**src/rtl/cache_structs_def.sv**
```systemverilog
// cache_structs_def: shared types and limits for the memory-side cache infrastructure
package cache_structs_def;
    typedef enum logic [1:0] {ARB_IDLE, ARB_BUSY, ARB_RESP} arb_state_e;
    localparam int ARB_MAX_REQ = 8;
endpackage

```
**src/rtl/mem_port_arbiter_if.sv**
```systemverilog
// mem_port_arbiter_if: requester-side and mem_ctrl-side signals of the shared memory port
interface mem_port_arbiter_if #(
    parameter int ADDR_WIDTH = 32,
    parameter int DATA_WIDTH = 32,
    parameter int N_REQ = 2
);
    localparam int IW = $clog2(N_REQ);
    logic [N_REQ-1:0]            req_valid;
    logic [N_REQ-1:0]            req_rw;
    logic [N_REQ*ADDR_WIDTH-1:0] req_addr;
    logic [N_REQ*DATA_WIDTH-1:0] req_wdata;
    logic [N_REQ-1:0]            req_ack;
    logic [N_REQ-1:0]            req_err;
    logic [DATA_WIDTH-1:0]       rsp_rdata;
    logic                        mem_valid;
    logic                        mem_rw;
    logic [ADDR_WIDTH-1:0]       mem_addr;
    logic [DATA_WIDTH-1:0]       mem_wdata;
    logic                        mem_ready;
    logic [DATA_WIDTH-1:0]       mem_rdata;
    logic                        busy;
    logic [IW-1:0]               grant_id;
    modport slave (
        input  req_valid, req_rw, req_addr, req_wdata, mem_ready, mem_rdata,
        output req_ack, req_err, rsp_rdata, mem_valid, mem_rw, mem_addr, mem_wdata, busy, grant_id
    );
    modport master (
        output req_valid, req_rw, req_addr, req_wdata, mem_ready, mem_rdata,
        input  req_ack, req_err, rsp_rdata, mem_valid, mem_rw, mem_addr, mem_wdata, busy, grant_id
    );
endinterface

```
**src/rtl/rr_arbiter.sv**
```systemverilog
// rr_arbiter: combinational round-robin picker starting just after the last grant
module rr_arbiter #(
    parameter int N = 2,
    parameter int IW = $clog2(N)
) (
    input  logic [N-1:0]  req,
    input  logic [IW-1:0] last,
    output logic [N-1:0]  gnt,
    output logic [IW-1:0] idx,
    output logic          any
);
    logic [IW-1:0] j;
    // scan last+1, last+2, ... wrapping, and keep the first requester found
    always_comb begin
        gnt = '0;
        idx = '0;
        any = 1'b0;
        j = '0;
        for (int i = 1; i <= N; i++) begin
            j = IW'((int'(last) + i) % N);
            if (!any && req[j]) begin
                gnt[j] = 1'b1;
                idx = j;
                any = 1'b1;
            end
        end
    end
endmodule

```
**src/rtl/mem_port_arbiter.sv**
```systemverilog
// mem_port_arbiter: shares one mem_ctrl port between N_REQ requesters, round-robin, with a watchdog
module mem_port_arbiter
    import cache_structs_def::*;
#(
    parameter int ADDR_WIDTH = 32,
    parameter int DATA_WIDTH = 32,
    parameter int N_REQ = 2,
    parameter int TIMEOUT = 255
) (
    input logic clk,
    input logic rst,
    mem_port_arbiter_if.slave bus
);
    localparam int IW = $clog2(N_REQ);
    localparam int CW = $clog2(TIMEOUT + 1);

    if (N_REQ < 2 || N_REQ > ARB_MAX_REQ || TIMEOUT < 1) begin : g_bad_param
        $error("mem_port_arbiter: N_REQ must be 2..8 and TIMEOUT >= 1");
    end

    arb_state_e            state;
    logic [CW-1:0]         cnt;
    logic [N_REQ-1:0]      gnt;
    logic [N_REQ-1:0]      gnt_oh;
    logic [IW-1:0]         idx;
    logic                  any;
    logic                  timeout;
    logic                  sel_rw;
    logic [ADDR_WIDTH-1:0] sel_addr;
    logic [DATA_WIDTH-1:0] sel_wdata;

    rr_arbiter #(.N(N_REQ)) u_rr (
        .req  (bus.req_valid),
        .last (bus.grant_id),
        .gnt  (gnt),
        .idx  (idx),
        .any  (any)
    );

    assign gnt_oh  = N_REQ'(1) << bus.grant_id;
    assign timeout = cnt == CW'(TIMEOUT - 1);

    // one-hot mux of the winning requester's fields
    always_comb begin
        sel_rw = 1'b0;
        sel_addr = '0;
        sel_wdata = '0;
        for (int i = 0; i < N_REQ; i++) begin
            if (gnt[i]) begin
                sel_rw = bus.req_rw[i];
                sel_addr = bus.req_addr[i*ADDR_WIDTH +: ADDR_WIDTH];
                sel_wdata = bus.req_wdata[i*DATA_WIDTH +: DATA_WIDTH];
            end
        end
    end

    // grant/transfer/respond FSM; every output is registered here
    always_ff @(posedge clk or posedge rst) begin
        if (rst) begin
            state <= ARB_IDLE;
            cnt <= '0;
            bus.mem_valid <= 1'b0;
            bus.mem_rw <= 1'b0;
            bus.mem_addr <= '0;
            bus.mem_wdata <= '0;
            bus.rsp_rdata <= '0;
            bus.req_ack <= '0;
            bus.req_err <= '0;
            bus.busy <= 1'b0;
            bus.grant_id <= IW'(N_REQ - 1);
        end else begin
            case (state)
                ARB_IDLE: if (any) begin
                    bus.mem_rw <= sel_rw;
                    bus.mem_addr <= sel_addr;
                    bus.mem_wdata <= sel_wdata;
                    bus.grant_id <= idx;
                    bus.mem_valid <= 1'b1;
                    bus.busy <= 1'b1;
                    state <= ARB_BUSY;
                end
                ARB_BUSY: begin
                    cnt <= (cnt == CW'(TIMEOUT)) ? cnt : cnt + 1'b1;
                    if (bus.mem_ready || timeout) begin
                        bus.rsp_rdata <= bus.mem_ready ? bus.mem_rdata : '0;
                        bus.req_err <= bus.mem_ready ? '0 : gnt_oh;
                        bus.req_ack <= gnt_oh;
                        bus.mem_valid <= 1'b0;
                        state <= ARB_RESP;
                    end
                end
                ARB_RESP: begin
                    bus.req_ack <= '0;
                    bus.req_err <= '0;
                    cnt <= '0;
                    bus.busy <= 1'b0;
                    state <= ARB_IDLE;
                end
                default: state <= ARB_IDLE;
            endcase
        end
    end
endmodule
```
**src/flat_wrapper.sv**
```systemverilog
// flat-port wrapper written by rule: the top's interface ports become plain ports
module mem_port_arbiter_flat import cache_structs_def::*;
#(
    parameter int ADDR_WIDTH = 32,
    parameter int DATA_WIDTH = 32,
    parameter int N_REQ = 2,
    parameter int TIMEOUT = 255
)
  (clk, rst, bus_req_valid, bus_req_rw, bus_req_addr, bus_req_wdata, bus_mem_ready, bus_mem_rdata, bus_req_ack, bus_req_err, bus_rsp_rdata, bus_mem_valid, bus_mem_rw, bus_mem_addr, bus_mem_wdata, bus_busy, bus_grant_id);
  mem_port_arbiter_if #(.ADDR_WIDTH(ADDR_WIDTH), .DATA_WIDTH(DATA_WIDTH), .N_REQ(N_REQ)) bus_i ();
  input logic clk;
  input logic rst;
  input wire logic [$bits(bus_i.req_valid)-1:0] bus_req_valid;
  input wire logic [$bits(bus_i.req_rw)-1:0] bus_req_rw;
  input wire logic [$bits(bus_i.req_addr)-1:0] bus_req_addr;
  input wire logic [$bits(bus_i.req_wdata)-1:0] bus_req_wdata;
  input wire logic [$bits(bus_i.mem_ready)-1:0] bus_mem_ready;
  input wire logic [$bits(bus_i.mem_rdata)-1:0] bus_mem_rdata;
  output wire logic [$bits(bus_i.req_ack)-1:0] bus_req_ack;
  output wire logic [$bits(bus_i.req_err)-1:0] bus_req_err;
  output wire logic [$bits(bus_i.rsp_rdata)-1:0] bus_rsp_rdata;
  output wire logic [$bits(bus_i.mem_valid)-1:0] bus_mem_valid;
  output wire logic [$bits(bus_i.mem_rw)-1:0] bus_mem_rw;
  output wire logic [$bits(bus_i.mem_addr)-1:0] bus_mem_addr;
  output wire logic [$bits(bus_i.mem_wdata)-1:0] bus_mem_wdata;
  output wire logic [$bits(bus_i.busy)-1:0] bus_busy;
  output wire logic [$bits(bus_i.grant_id)-1:0] bus_grant_id;
  assign bus_i.req_valid = bus_req_valid;
  assign bus_i.req_rw = bus_req_rw;
  assign bus_i.req_addr = bus_req_addr;
  assign bus_i.req_wdata = bus_req_wdata;
  assign bus_i.mem_ready = bus_mem_ready;
  assign bus_i.mem_rdata = bus_mem_rdata;
  assign bus_req_ack = bus_i.req_ack;
  assign bus_req_err = bus_i.req_err;
  assign bus_rsp_rdata = bus_i.rsp_rdata;
  assign bus_mem_valid = bus_i.mem_valid;
  assign bus_mem_rw = bus_i.mem_rw;
  assign bus_mem_addr = bus_i.mem_addr;
  assign bus_mem_wdata = bus_i.mem_wdata;
  assign bus_busy = bus_i.busy;
  assign bus_grant_id = bus_i.grant_id;
  mem_port_arbiter #(.ADDR_WIDTH(ADDR_WIDTH), .DATA_WIDTH(DATA_WIDTH), .N_REQ(N_REQ), .TIMEOUT(TIMEOUT)) u_core (.clk(clk), .rst(rst), .bus(bus_i));
endmodule
```
**config.mk**
```make
export PLATFORM = sky130hd
export DESIGN_NAME = mem_port_arbiter_flat
export DESIGN_NICKNAME = d
export VERILOG_FILES = /design/src/rtl/cache_structs_def.sv /design/src/rtl/mem_port_arbiter_if.sv /design/src/rtl/rr_arbiter.sv /design/src/rtl/mem_port_arbiter.sv /design/src/flat_wrapper.sv
export SDC_FILE = /design/constraint.sdc
export NUM_CORES = 1
export LEC_CHECK = 0
export ABC_AREA = 1
export CAP_MARGIN = 5
export CORE_AREA = 2 2 141 143
export DETAILED_ROUTE_END_ITERATION = 16
export DIE_AREA = 0 0 143 145
export PLACE_DENSITY_LB_ADDON = 0.1
export SYNTH_ARGS = -nofsm -noshare
export SYNTH_HDL_FRONTEND = slang
export SYNTH_SLANG_ARGS = --single-unit
export TNS_END_PERCENT = 100
```
**constraint.sdc**
```tcl
create_clock -name clk -period 7.7 [get_ports clk]
set_clock_uncertainty 0.1 [all_clocks]
set_input_delay 1.54 -clock clk [delete_from_list [all_inputs] [get_ports clk]]
set_output_delay 1.54 -clock clk [all_outputs]
set_load 0.02 [all_outputs]
```
==> summary.md <==
| Metric | Value |
|---|---|
| Arrival @ worst endpoint | `3.90 ns` |
| Chip Height | `145 um` |
| Layout cells sized above 1 | `7.426%` |
| CP max FO | `68` |
| Global-route wire length before repair | `30160 um` |
| Slew @ Worst Pin | `1.263 ns` |
| DRC violations left | `0` |
| Final setup TNS | `0 ns` |
| Critical path type | `input port to register` |
| RSZ-0062 raised after global routing | `no` |
| Synthesized area | `5693 um2` |
| Total gr overflow | `0` |
| Sequential fraction of the synthesis area | `50.13%` |
| H-tree depth | `4` |
| Drt pass-1 iters | `4` |
| Nets | `1167` |
| Number of max-cap violations | `0` |
| Hold Path Class | `register to register` |
| Vias | `5771` |
| Worst Setup End Kind | `register` |
| Total chip power | `3449 uW` |
| Pin count of the biggest net entering global routing | `71` |
| Post-synthesis area per instance | `7.530 um2` |
| Count of state elements after synthesis | `114` |
| Site Rows | `51` |
| GRT Resource Usage Total | `18.33%` |
| Die width | `143 um` |
| Peak supply drop | `0.0001486 V` |
| Port bufs | `270` |
| Fill cells | `1916` |
| Final Max Slew Viols | `0` |
| DRT iter0 DRCs | `255` |
| Synth unique cells | `27` |
| Syn nets | `925` |
| HPWL after DPL | `12830 um` |
| Post-CTS resize count | `0` |
| Critical path startpoint category | `input port` |
| CP required | `7.94 ns` |
| Leakage | `0.004437 uW` |
| DR WL/cell | `14.77 um` |
| Starting density of the core | `29.64%` |
| Vias per cell | `4.523` |
| YS warnings | `0` |
| Placer Congestion | `0.7944` |
| Post-CTS Setup Inserts | `0` |
| TritonCTS Buffers | `17` |
| Clock tree root driver cell | `clkbuf_16` |
| Vias in the first global route | `5640` |
| Status | `complete, no violations` |
| Slew HR | `15.80%` |
| TritonCTS clock tree | `done` |
| Endpoints failing hold | `0` |
| # IOs | `271` |
| Clk Latency, worst-skew pair | `0.41 ns` |
| CTS sink cnt | `114` |
| Initial antenna violation count | `1` |
| Hold_buf cts | `0` |
| Max Root-Sink Buffers | `2` |
| Area of the core | `19210 um2` |
| Final setup viols | `0` |
| Area Overhead vs Synth | `60.66%` |
| Die area | `20740 um2` |
| PwrDens | `377.1 nW/um2` |
| Period utilization | `47.44%` |
| Flop-to-flop setup slack | `5.24 ns` |
| Fmax | `273.7 MHz` |
| Min Tclk post-route | `3.653 ns` |
| Post-Syn Instances | `756` |
| Total Wirelength | `18850 um` |
| Antenna viol nets, final | `0` |
| Clk slew on worst S/H paths | `0.05 ns` |
logic make-up (layout without fill, tap and decap cells):
kind of cell    after synthesis  after routing  synth area share, %
compound gates               10             10                1.077
xor+xnor                      3              3               0.4616
fa+ha+maj                     2              2               0.4395
buf+inv                      75            329                6.110
flops                       114            114                50.13
other cells                   0              1                    0
simple gates                552            552                41.78
worst paths after layout:
| kind | endpoint | startpoint | cells after the start |
|---|---|---|---|
| max in group asynchronous | u_core.bus.mem_wdata[11] | rst | 3 |
| setup reg to reg | u_core.bus.mem_addr[13] | u_core.state[1] | 9 |
| hold reg to reg | u_core.bus.rsp_rdata[30] | u_core.bus.rsp_rdata[30] | 2 |
| hold / removal | u_core.bus.rsp_rdata[30] | u_core.bus.rsp_rdata[30] | 2 |
| setup / recovery | u_core.bus.mem_addr[13] | bus_req_valid[0] | 8 |
| min in group asynchronous | u_core.bus.rsp_rdata[10] | rst | 2 |
cells in the mapped netlist (all sizes together):
cell type | n | area share (%)
clkinv | 1 | 0.066
nand3 | 173 | 15
clkbuf | 20 | 1.3
o21ai | 4 | 0.42
xor2 | 3 | 0.46
dfrtp | 113 | 50
nand4 | 5 | 0.55
ha | 2 | 0.44
dfstp | 1 | 0.46
buf | 34 | 3.4
o21a | 2 | 0.26
nor2 | 14 | 1.1
o22ai | 1 | 0.11
nand2 | 360 | 25
inv | 20 | 1.3
a21oi | 2 | 0.18
a31oi | 1 | 0.11
sequential cells by signal, indices dropped and copies added (netlist names):
signal,count
u_core.bus.mem_rw,1
u_core.state,2
u_core.bus.mem_valid,1
u_core.bus.grant_id,1
u_core.bus.busy,1
u_core.cnt,8
u_core.bus.req_err,2
u_core.bus.rsp_rdata,32
u_core.bus.req_ack,2
u_core.bus.mem_wdata,32
u_core.bus.mem_addr,32
cells in the final DEF, fill, tap and decap left out, types with 2 or more instances in the layout:
master / instances
o21a_1: 2
a21oi_1: 2
nand2_1: 333
buf_2: 2
clkbuf_16: 17
inv_1: 14
nand3_1: 173
buf_4: 7
clkdlybuf4s50_1: 268
clkbuf_8: 3
nand4_1: 5
clkinvlp_4: 2
clkbuf_1: 2
inv_2: 5
bufinv_16: 4
clkinv_2: 2
nor2_1: 12
ha_1: 2
o21ai_0: 2
nand2_2: 26
dfrtp_1: 113
xor2_1: 3
metal layers:
metal | up-vias | share of wire (%) | track usage (%)
li1 | 2902 | - | -
met2 | 210 | 45 | 28.49
met4 | 0 | 2.2 | 7.277
met3 | 26 | 8.9 | 6.040
met5 | - | 0 | 0
met1 | 2633 | 44 | 23.47
power by group:
group	internal (uW)	total (uW)	leakage [uW]	switching, uW
logic	677	1580	0.00269	903
registers	860	1030	0.00144	166
clock network	565	844	0.000302	279
metrics by stage:
| stage | cells | util (%) | setup slack [ns] | hold slack (ns) | instance area [um2] |
|---|---|---|---|---|---|
| 2_1_floorplan | 756 | - | 3.046 | 0.4082 | 5693 |
| 5_1_grt | 1276 | 47.62 | 3.793 | 0.3941 | 9146 |
| 4_1_cts | 1275 | 47.61 | 4.018 | 0.3736 | 9144 |
| 3_3_place_gp | 1244 | 44.34 | 3.590 | 0.3534 | 8516 |
| 3_5_place_dp | 1244 | 44.34 | 3.569 | 0.3605 | 8516 |
| 6_report | 1276 | 47.62 | 4.047 | 0.3686 | 9146 |
worst max-delay path: stages:
cell,delay [ns]
buf_2,0.07
buf_4,0.57
o21ai_4,0.10
buf_4,0.34
inv_2,0.55
buf_4,0.45
nand2_1,0.10
nand2_1,0.08
final cells by class:
type | count | area, um2 | area share [%]
flip-flops and latches | 114 | 2854 | 31.20
repair buffers | 277 | 2745 | 30.01
multi-input cells | 567 | 2504 | 27.37
clock buffers | 22 | 474.2 | 5.185
well taps | 265 | 331.6 | 3.625
clock inverters | 9 | 153.9 | 1.683
inverters | 21 | 81.33 | 0.8892
diodes | 1 | 2.502 | 0.02736
(Power assumes the default switching activity.)
